**src/rtl/branch_predict_pkg.sv**
```systemverilog
// rtl/branch_predict_pkg.sv - shared branch-type encoding and PResult/BResult records
package branch_predict_pkg;

  typedef enum logic [1:0] {
    BIsNone = 2'd0,
    BIsImme = 2'd1,
    BIsCall = 2'd2,
    BIsRetn = 2'd3
  } btype_e;

  // Prediction travelling down the pipeline with the fetched instruction.
  typedef struct packed {
    logic        Valid;
    logic        Hit;
    btype_e      Type;
    logic [1:0]  Count;
    logic [31:0] Target;
  } presult_t;

  // Resolved outcome returned by EXE for one instruction.
  typedef struct packed {
    logic        Valid;
    logic        Hit;
    btype_e      Type;
    logic        IsTaken;
    logic [31:0] Target;
    logic [31:0] PC;
    logic [1:0]  Count;
    logic        RetnSuccess;
  } bresult_t;

endpackage

```
**src/rtl/branch_predict_unit.sv**
```systemverilog
// rtl/branch_predict_unit.sv - fetch-side BTB + 2-bit counters + speculative return stack
//
// Purpose: looks up IF_PC in a direct-mapped BTB, forms a registered PResult
// (next fetch target) and trains the BTB from the EXE BResult stream.
// Ports:
//   clk, rst      clock, synchronous active-high reset
//   IF_Req        fetch PC valid this cycle
//   IF_Stall      hold the registered prediction, no RAS activity
//   IF_Flush      drop the prediction (Valid=0), no RAS activity
//   IF_PC         PC being looked up
//   IF_PResult    registered prediction {Valid, Hit, Type, Count, Target}
//   EXE_BResult   resolved branch outcome used to update the BTB
module branch_predict_unit
  import branch_predict_pkg::*;
#(
  parameter int BTB_IDX_W = 6,
  parameter int RAS_DEPTH = 8
) (
  input  logic        clk,
  input  logic        rst,
  input  logic        IF_Req,
  input  logic        IF_Stall,
  input  logic        IF_Flush,
  input  logic [31:0] IF_PC,
  output presult_t    IF_PResult,
  input  bresult_t    EXE_BResult
);

  localparam int ENTRIES   = 1 << BTB_IDX_W;
  localparam int TAG_W     = 30 - BTB_IDX_W;
  localparam int RAS_PTR_W = $clog2(RAS_DEPTH);
  localparam int RAS_CNT_W = RAS_PTR_W + 1;
  localparam logic [RAS_CNT_W-1:0] RAS_FULL = RAS_CNT_W'(RAS_DEPTH);

  // BTB storage; only the valid bits need a reset.
  logic [ENTRIES-1:0] btb_valid_q;
  logic [TAG_W-1:0]   btb_tag_q [ENTRIES];
  btype_e             btb_type_q[ENTRIES];
  logic [1:0]         btb_cnt_q [ENTRIES];
  logic [31:0]        btb_tgt_q [ENTRIES];

  // Return stack: ras_ptr_q points at the current top entry.
  logic [31:0]          ras_q [RAS_DEPTH];
  logic [RAS_PTR_W-1:0] ras_ptr_q, ras_ptr_d;
  logic [RAS_CNT_W-1:0] ras_cnt_q, ras_cnt_d;

  presult_t presult_q, presult_d;
  presult_t pred;

  logic [BTB_IDX_W-1:0] lk_idx, up_idx;
  logic [TAG_W-1:0]     lk_tag, up_tag;
  logic                 lk_hit;
  logic                 lookup_acc;
  logic [31:0]          pc_plus8;
  logic                 ras_empty;
  logic [31:0]          ras_top;
  logic                 do_push, do_pop;
  logic                 push_en;
  logic                 up_write;
  logic [1:0]           up_cnt;
  logic                 unused_bits;

  assign lk_idx     = IF_PC[BTB_IDX_W+1:2];
  assign lk_tag     = IF_PC[31:BTB_IDX_W+2];
  assign up_idx     = EXE_BResult.PC[BTB_IDX_W+1:2];
  assign up_tag     = EXE_BResult.PC[31:BTB_IDX_W+2];
  assign lk_hit     = btb_valid_q[lk_idx] && (btb_tag_q[lk_idx] == lk_tag);
  assign lookup_acc = IF_Req & ~IF_Stall;
  assign pc_plus8   = IF_PC + 32'd8;
  assign ras_empty  = (ras_cnt_q == '0);
  assign ras_top    = ras_q[ras_ptr_q];
  assign push_en    = lookup_acc & ~IF_Flush & do_push;
  assign up_write   = EXE_BResult.Valid & (EXE_BResult.Type != BIsNone);
  assign unused_bits = ^{IF_PC[1:0], EXE_BResult.PC[1:0], EXE_BResult.RetnSuccess};

  // Prediction from the pre-update array contents (same-edge updates are not seen).
  always_comb begin
    pred        = '0;
    do_push     = 1'b0;
    do_pop      = 1'b0;
    pred.Valid  = 1'b1;
    pred.Hit    = lk_hit;
    pred.Type   = BIsNone;
    pred.Count  = 2'b01;
    pred.Target = pc_plus8;
    if (lk_hit) begin
      pred.Type  = btb_type_q[lk_idx];
      pred.Count = btb_cnt_q[lk_idx];
      case (btb_type_q[lk_idx])
        BIsImme: pred.Target = btb_cnt_q[lk_idx][1] ? btb_tgt_q[lk_idx] : pc_plus8;
        BIsCall: begin
          pred.Target = btb_tgt_q[lk_idx];
          do_push     = 1'b1;
        end
        BIsRetn: begin
          pred.Target = ras_empty ? btb_tgt_q[lk_idx] : ras_top;
          do_pop      = 1'b1;
        end
        default: ;
      endcase
    end
  end

  // Output register and RAS bookkeeping; flush wins over a concurrent lookup.
  always_comb begin
    presult_d = presult_q;
    ras_ptr_d = ras_ptr_q;
    ras_cnt_d = ras_cnt_q;
    if (IF_Flush) begin
      presult_d.Valid = 1'b0;
    end else if (lookup_acc) begin
      presult_d = pred;
      if (do_push) begin
        ras_ptr_d = ras_ptr_q + RAS_PTR_W'(1);
        if (ras_cnt_q != RAS_FULL) ras_cnt_d = ras_cnt_q + RAS_CNT_W'(1);
      end else if (do_pop && !ras_empty) begin
        ras_ptr_d = ras_ptr_q - RAS_PTR_W'(1);
        ras_cnt_d = ras_cnt_q - RAS_CNT_W'(1);
      end
    end
  end

  // Saturating 2-bit counter step based on the count seen at prediction time.
  always_comb begin
    up_cnt = EXE_BResult.Count;
    if (EXE_BResult.IsTaken) begin
      if (EXE_BResult.Count != 2'b11) up_cnt = EXE_BResult.Count + 2'b01;
    end else begin
      if (EXE_BResult.Count != 2'b00) up_cnt = EXE_BResult.Count - 2'b01;
    end
  end

  always_ff @(posedge clk) begin
    if (rst) begin
      presult_q   <= '0;
      ras_ptr_q   <= '0;
      ras_cnt_q   <= '0;
      btb_valid_q <= '0;
    end else begin
      presult_q <= presult_d;
      ras_ptr_q <= ras_ptr_d;
      ras_cnt_q <= ras_cnt_d;
      if (EXE_BResult.Valid) begin
        // A hit on a non-branch means the slot aliased: invalidate it.
        if (EXE_BResult.Hit) btb_valid_q[up_idx] <= (EXE_BResult.Type != BIsNone);
        else if (EXE_BResult.Type != BIsNone) btb_valid_q[up_idx] <= 1'b1;
      end
    end
  end

  always_ff @(posedge clk) begin
    if (push_en) ras_q[ras_ptr_d] <= pc_plus8;
    if (up_write) begin
      btb_tag_q[up_idx]  <= up_tag;
      btb_type_q[up_idx] <= EXE_BResult.Type;
      btb_cnt_q[up_idx]  <= EXE_BResult.Hit ? up_cnt
                          : (EXE_BResult.IsTaken ? 2'b10 : 2'b01);
      if (EXE_BResult.IsTaken) btb_tgt_q[up_idx] <= EXE_BResult.Target;
    end
  end

  assign IF_PResult = presult_q;

endmodule
```
**config.mk**
```make
export PLATFORM = sky130hd
export DESIGN_NAME = branch_predict_unit
export DESIGN_NICKNAME = d
export VERILOG_FILES = /design/src/rtl/branch_predict_pkg.sv /design/src/rtl/branch_predict_unit.sv
export SDC_FILE = /design/constraint.sdc
export NUM_CORES = 2
export LEC_CHECK = 0
export CAP_MARGIN = 20
export CELL_PAD_IN_SITES_DETAIL_PLACEMENT = 0
export CELL_PAD_IN_SITES_GLOBAL_PLACEMENT = 1
export CORE_MARGIN = 2
export CORE_UTILIZATION = 40
export DETAILED_ROUTE_END_ITERATION = 8
export PLACE_DENSITY = 0.59
export SYNTH_ARGS = -nofsm -noshare
export SYNTH_HDL_FRONTEND = slang
export SYNTH_SLANG_ARGS = --single-unit
```
**constraint.sdc**
```tcl
create_clock -name clk -period 7.3 [get_ports clk]
set_input_delay 1.46 -clock clk [delete_from_list [all_inputs] [get_ports clk]]
set_output_delay 1.46 -clock clk [all_outputs]
set_load 0.01 [all_outputs]
```
==> flow_summary_export.csv <==
group,metric,value,unit
synthesis,synth.distinct_cells,76,
floorplan,die_h,641,microns
synthesis,synth_top_area_cell,"edfxtp_1",
sta,rsz0062_at_grt,"no",
pwr,power_leakage,58.7,nW
routing,dr_wl_met3,36400,microns
worst_setup_path,crit_fanout,49,
floorplan,die_w,641,microns
clocking,h-tree-depth,5,
worst_setup_path,startpoint_type,"input pin",
sta,skew,0.0993,ns
routing,wl_per_cell,34.7,microns
cells_and_area,drive_above_1_share,0.279,
global_routing,grt_overflow,0,
cells_and_area,nNetsFinal,8045,
synthesis,synth_common_cells,"4096 x edfxtp_1, 1061 x mux4_2, 319 x mux2i_1",
worst_setup_path,critPathKind,"input pin to flop",
clocking,postCtsSetupBuffers,0,
synthesis,yosys_warnings,0,
sta,timing.slew.headroom,0.218,
routing,vias,80925,
clocking,cts.clk_slew.worst_paths,0.06,ns
synthesis,synth_edf_count,4096,
clocking,cts_hold_repair.buffers,0,
pwr,power_density,272,nW/um^2
sta,drv_slew,0,
worst_setup_path,cp.required,7.93,ns
synthesis,syn_nets,7465,
routing,drc,0,
sta,finalHoldViolCount,0,
routing,first_iter_violations,9936,
pwr,max-vdd-ir-drop,0.232,mV
placed_design,gp_congestion,0.798,
sta,fin_crit,5.92,ns
cells_and_area,synthToLayoutAreaGrowth,15.1,%
routing,first_pass_iters,6,
routing,via_per_inst,5.90,
routing,wirelength,476000,microns
synthesis,ys_top_cells_by_area,"edfxtp_1 76%, mux4_2 15%, mux2i_1 2.0%",
worst_setup_path,cp.arrival,6.55,ns
clocking,ctsLongestPathBuffers,4,
sta,post-route-period-util,0.810,
clocking,insertion_delay,0.99,ns
placed_design,dpl-instance-area,172000,sq um
sta,setup_viol,0,
global_routing,globalRouteTotalUtil,0.229,
synthesis,yosys_most_used_dff,"edfxtp_1",
floorplan,die_area,411000,sq um
floorplan,initial_core_util,0.402,
clocking,cts.sinks,4205,
clocking,cts_buffers,436,
clocking,cts_resized,0,
pwr,finalPower,50.9,mW
routing,wl_met1,198000,microns
worst_setup_path,end_kind,"flop",
synthesis,netlist_area,162000,sq um
global_routing,grt_pass1_wl,654000,microns
routing,wl_met2,229000,microns
cells_and_area,finalInstanceArea,187000,sq um
synthesis,syn_avg_cell_area,22.1,sq um
routing,drtAntennaViolNets,0,
placed_design,io_buffers,143,
synthesis,synth.top_cell.area_share,0.758,
clocking,cts_tree,"done",
synthesis,ys_seq_area_frac,0.771,
sta,fin_setup_tns,0,ns
sta,fmax,169,MHz
flow_run,maxCapViolCount,0,
hold_path,hold_path.class,"flop to flop",
global_routing,grt_pass1_vias,80645,
floorplan,io_pins,147,
global_routing,grt_max_degree,122,
synthesis,ys_async_sr_fraction,0,
placed_design,dp.final_hpwl,279000,microns
synthesis,ys_seq_elements,4205,
floorplan,rows,233,
sta,worst_pin_slew,1.17,ns
synthesis,synthCells,7350,
global_routing,antenna_found_initial,54,
clocking,cts_root_buffer,"clkbuf_16",
routing,top_layer,"met5",
run_status,outcome,"finished clean",
floorplan,core-area,403000,sq um
synthesis,synth_most_common_cell,"edfxtp_1",
-- worst paths after layout --
path              cells after the start                   startpoint  slack (ns)                           to
hold / removal                        2  IF_PResult[33]$_SDFFE_PP0P_        0.46  IF_PResult[33]$_SDFFE_PP0P_
setup / recovery                     15                     IF_PC[3]        1.38       ras_q[3][31]$_DFFE_PP_
setup reg to reg                     14   btb_tag_q[20][9]$_DFFE_PP_        2.39       ras_q[3][31]$_DFFE_PP_
hold reg to reg                       2  IF_PResult[33]$_SDFFE_PP0P_        0.46  IF_PResult[33]$_SDFFE_PP0P_
-- power breakdown --
| part | switching (mW) | internal (mW) |
|---|---|---|
| clock network | 9.28 | 12.3 |
| registers | 0.0301 | 26.6 |
| logic | 1.70 | 0.973 |
| total | 11.0 | 39.9 |
-- per-layer routing --
metal,up-vias,track usage
li1,32311,-
met1,44523,0.324
met2,3416,0.372
met3,665,0.0389
met4,10,0.0565
met5,-,0
-- critical path, cell delays in order --
cell and delay, ns:
buf_8 0.43, nor2b_4 0.63, buf_4 0.36, a22oi_1 0.10, nand3_1 0.25, o21ai_0 0.18, or4_1 0.50, a2111o_1 0.48
nor3_2 0.19, nand4_2 0.39, o31a_1 0.41, a311o_1 0.36, buf_4 0.22, nor2_4 0.18, buf_12 0.23
-- sequential cells by signal (all words and copies together), names as in the netlist --
| signal | count |
|---|---|
| ras_ptr_q | 3 |
| IF_PResult | 38 |
| btb_valid_q | 64 |
| btb_type_q | 128 |
| btb_tag_q | 1536 |
| btb_tgt_q | 2048 |
| ras_q | 256 |
| btb_cnt_q | 128 |
| ras_cnt_q | 4 |
-- layout by cell type (no fill, tap or decap), types with 16 or more instances in the layout --
master	instances
edfxtp_1	4096
mux4_2	1061
clkbuf_16	436
mux2i_1	318
buf_4	317
nand2_1	174
clkinv_1	140
a21oi_1	136
a22oi_1	130
o21ai_0	118
clkbuf_1	110
dfxtp_1	106
buf_12	90
o22ai_1	81
clkinv_2	81
nor2_1	78
clkdlybuf4s50_1	78
nor2_4	70
nand3_1	69
buf_2	59
mux2_2	40
bufinv_16	35
xnor2_1	29
nor3_1	26
and3_1	24
inv_2	23
xor2_1	22
a221oi_1	22
nand4_1	21
diode_2	16
-- cells by family (layout without fill, tap and decap cells) --
kind of cell / Yosys count / after routing / synth area share
AO/OA/AOI/OAI: 601 / 601 / 0.0240
XOR/XNOR: 52 / 52 / 0.00281
adder cells (fa/ha/maj): 7 / 7 / 0.000570
buffers and inverters: 489 / 1438 / 0.0147
flip-flops: 4205 / 4205 / 0.771
multiplexers: 1420 / 1420 / 0.170
other: 0 / 16 / 0
AND/OR/NAND/NOR: 576 / 576 / 0.0172
-- area by class of cell --
cell class                      count  area [sq um]
Timing Repair Buffer              555          5480
Tap cell                         5405          6760
Clock buffer                      555         11400
Multi-Input combinational cell   2656         35400
Sequential cell                  4205        125000
Clock inverter                    252          2280
Fill cell                       33564        217000
Antenna cell                       16          40.0
Inverter                           76           293
-- per-stage QoR --
step / hold WS, ns / utilization / worst slack [ns] / std cells
after floorplan: 0.451 / - / 0.873 / 7350
after global placement: 0.457 / 0.427 / 0.451 / 12844
after detailed placement: 0.460 / 0.427 / 0.420 / 12848
after CTS: 0.466 / 0.461 / 1.44 / 13655
after global routing: 0.487 / 0.463 / 1.25 / 13707
final: 0.462 / 0.463 / 1.38 / 13720
(Power assumes the default switching activity.)
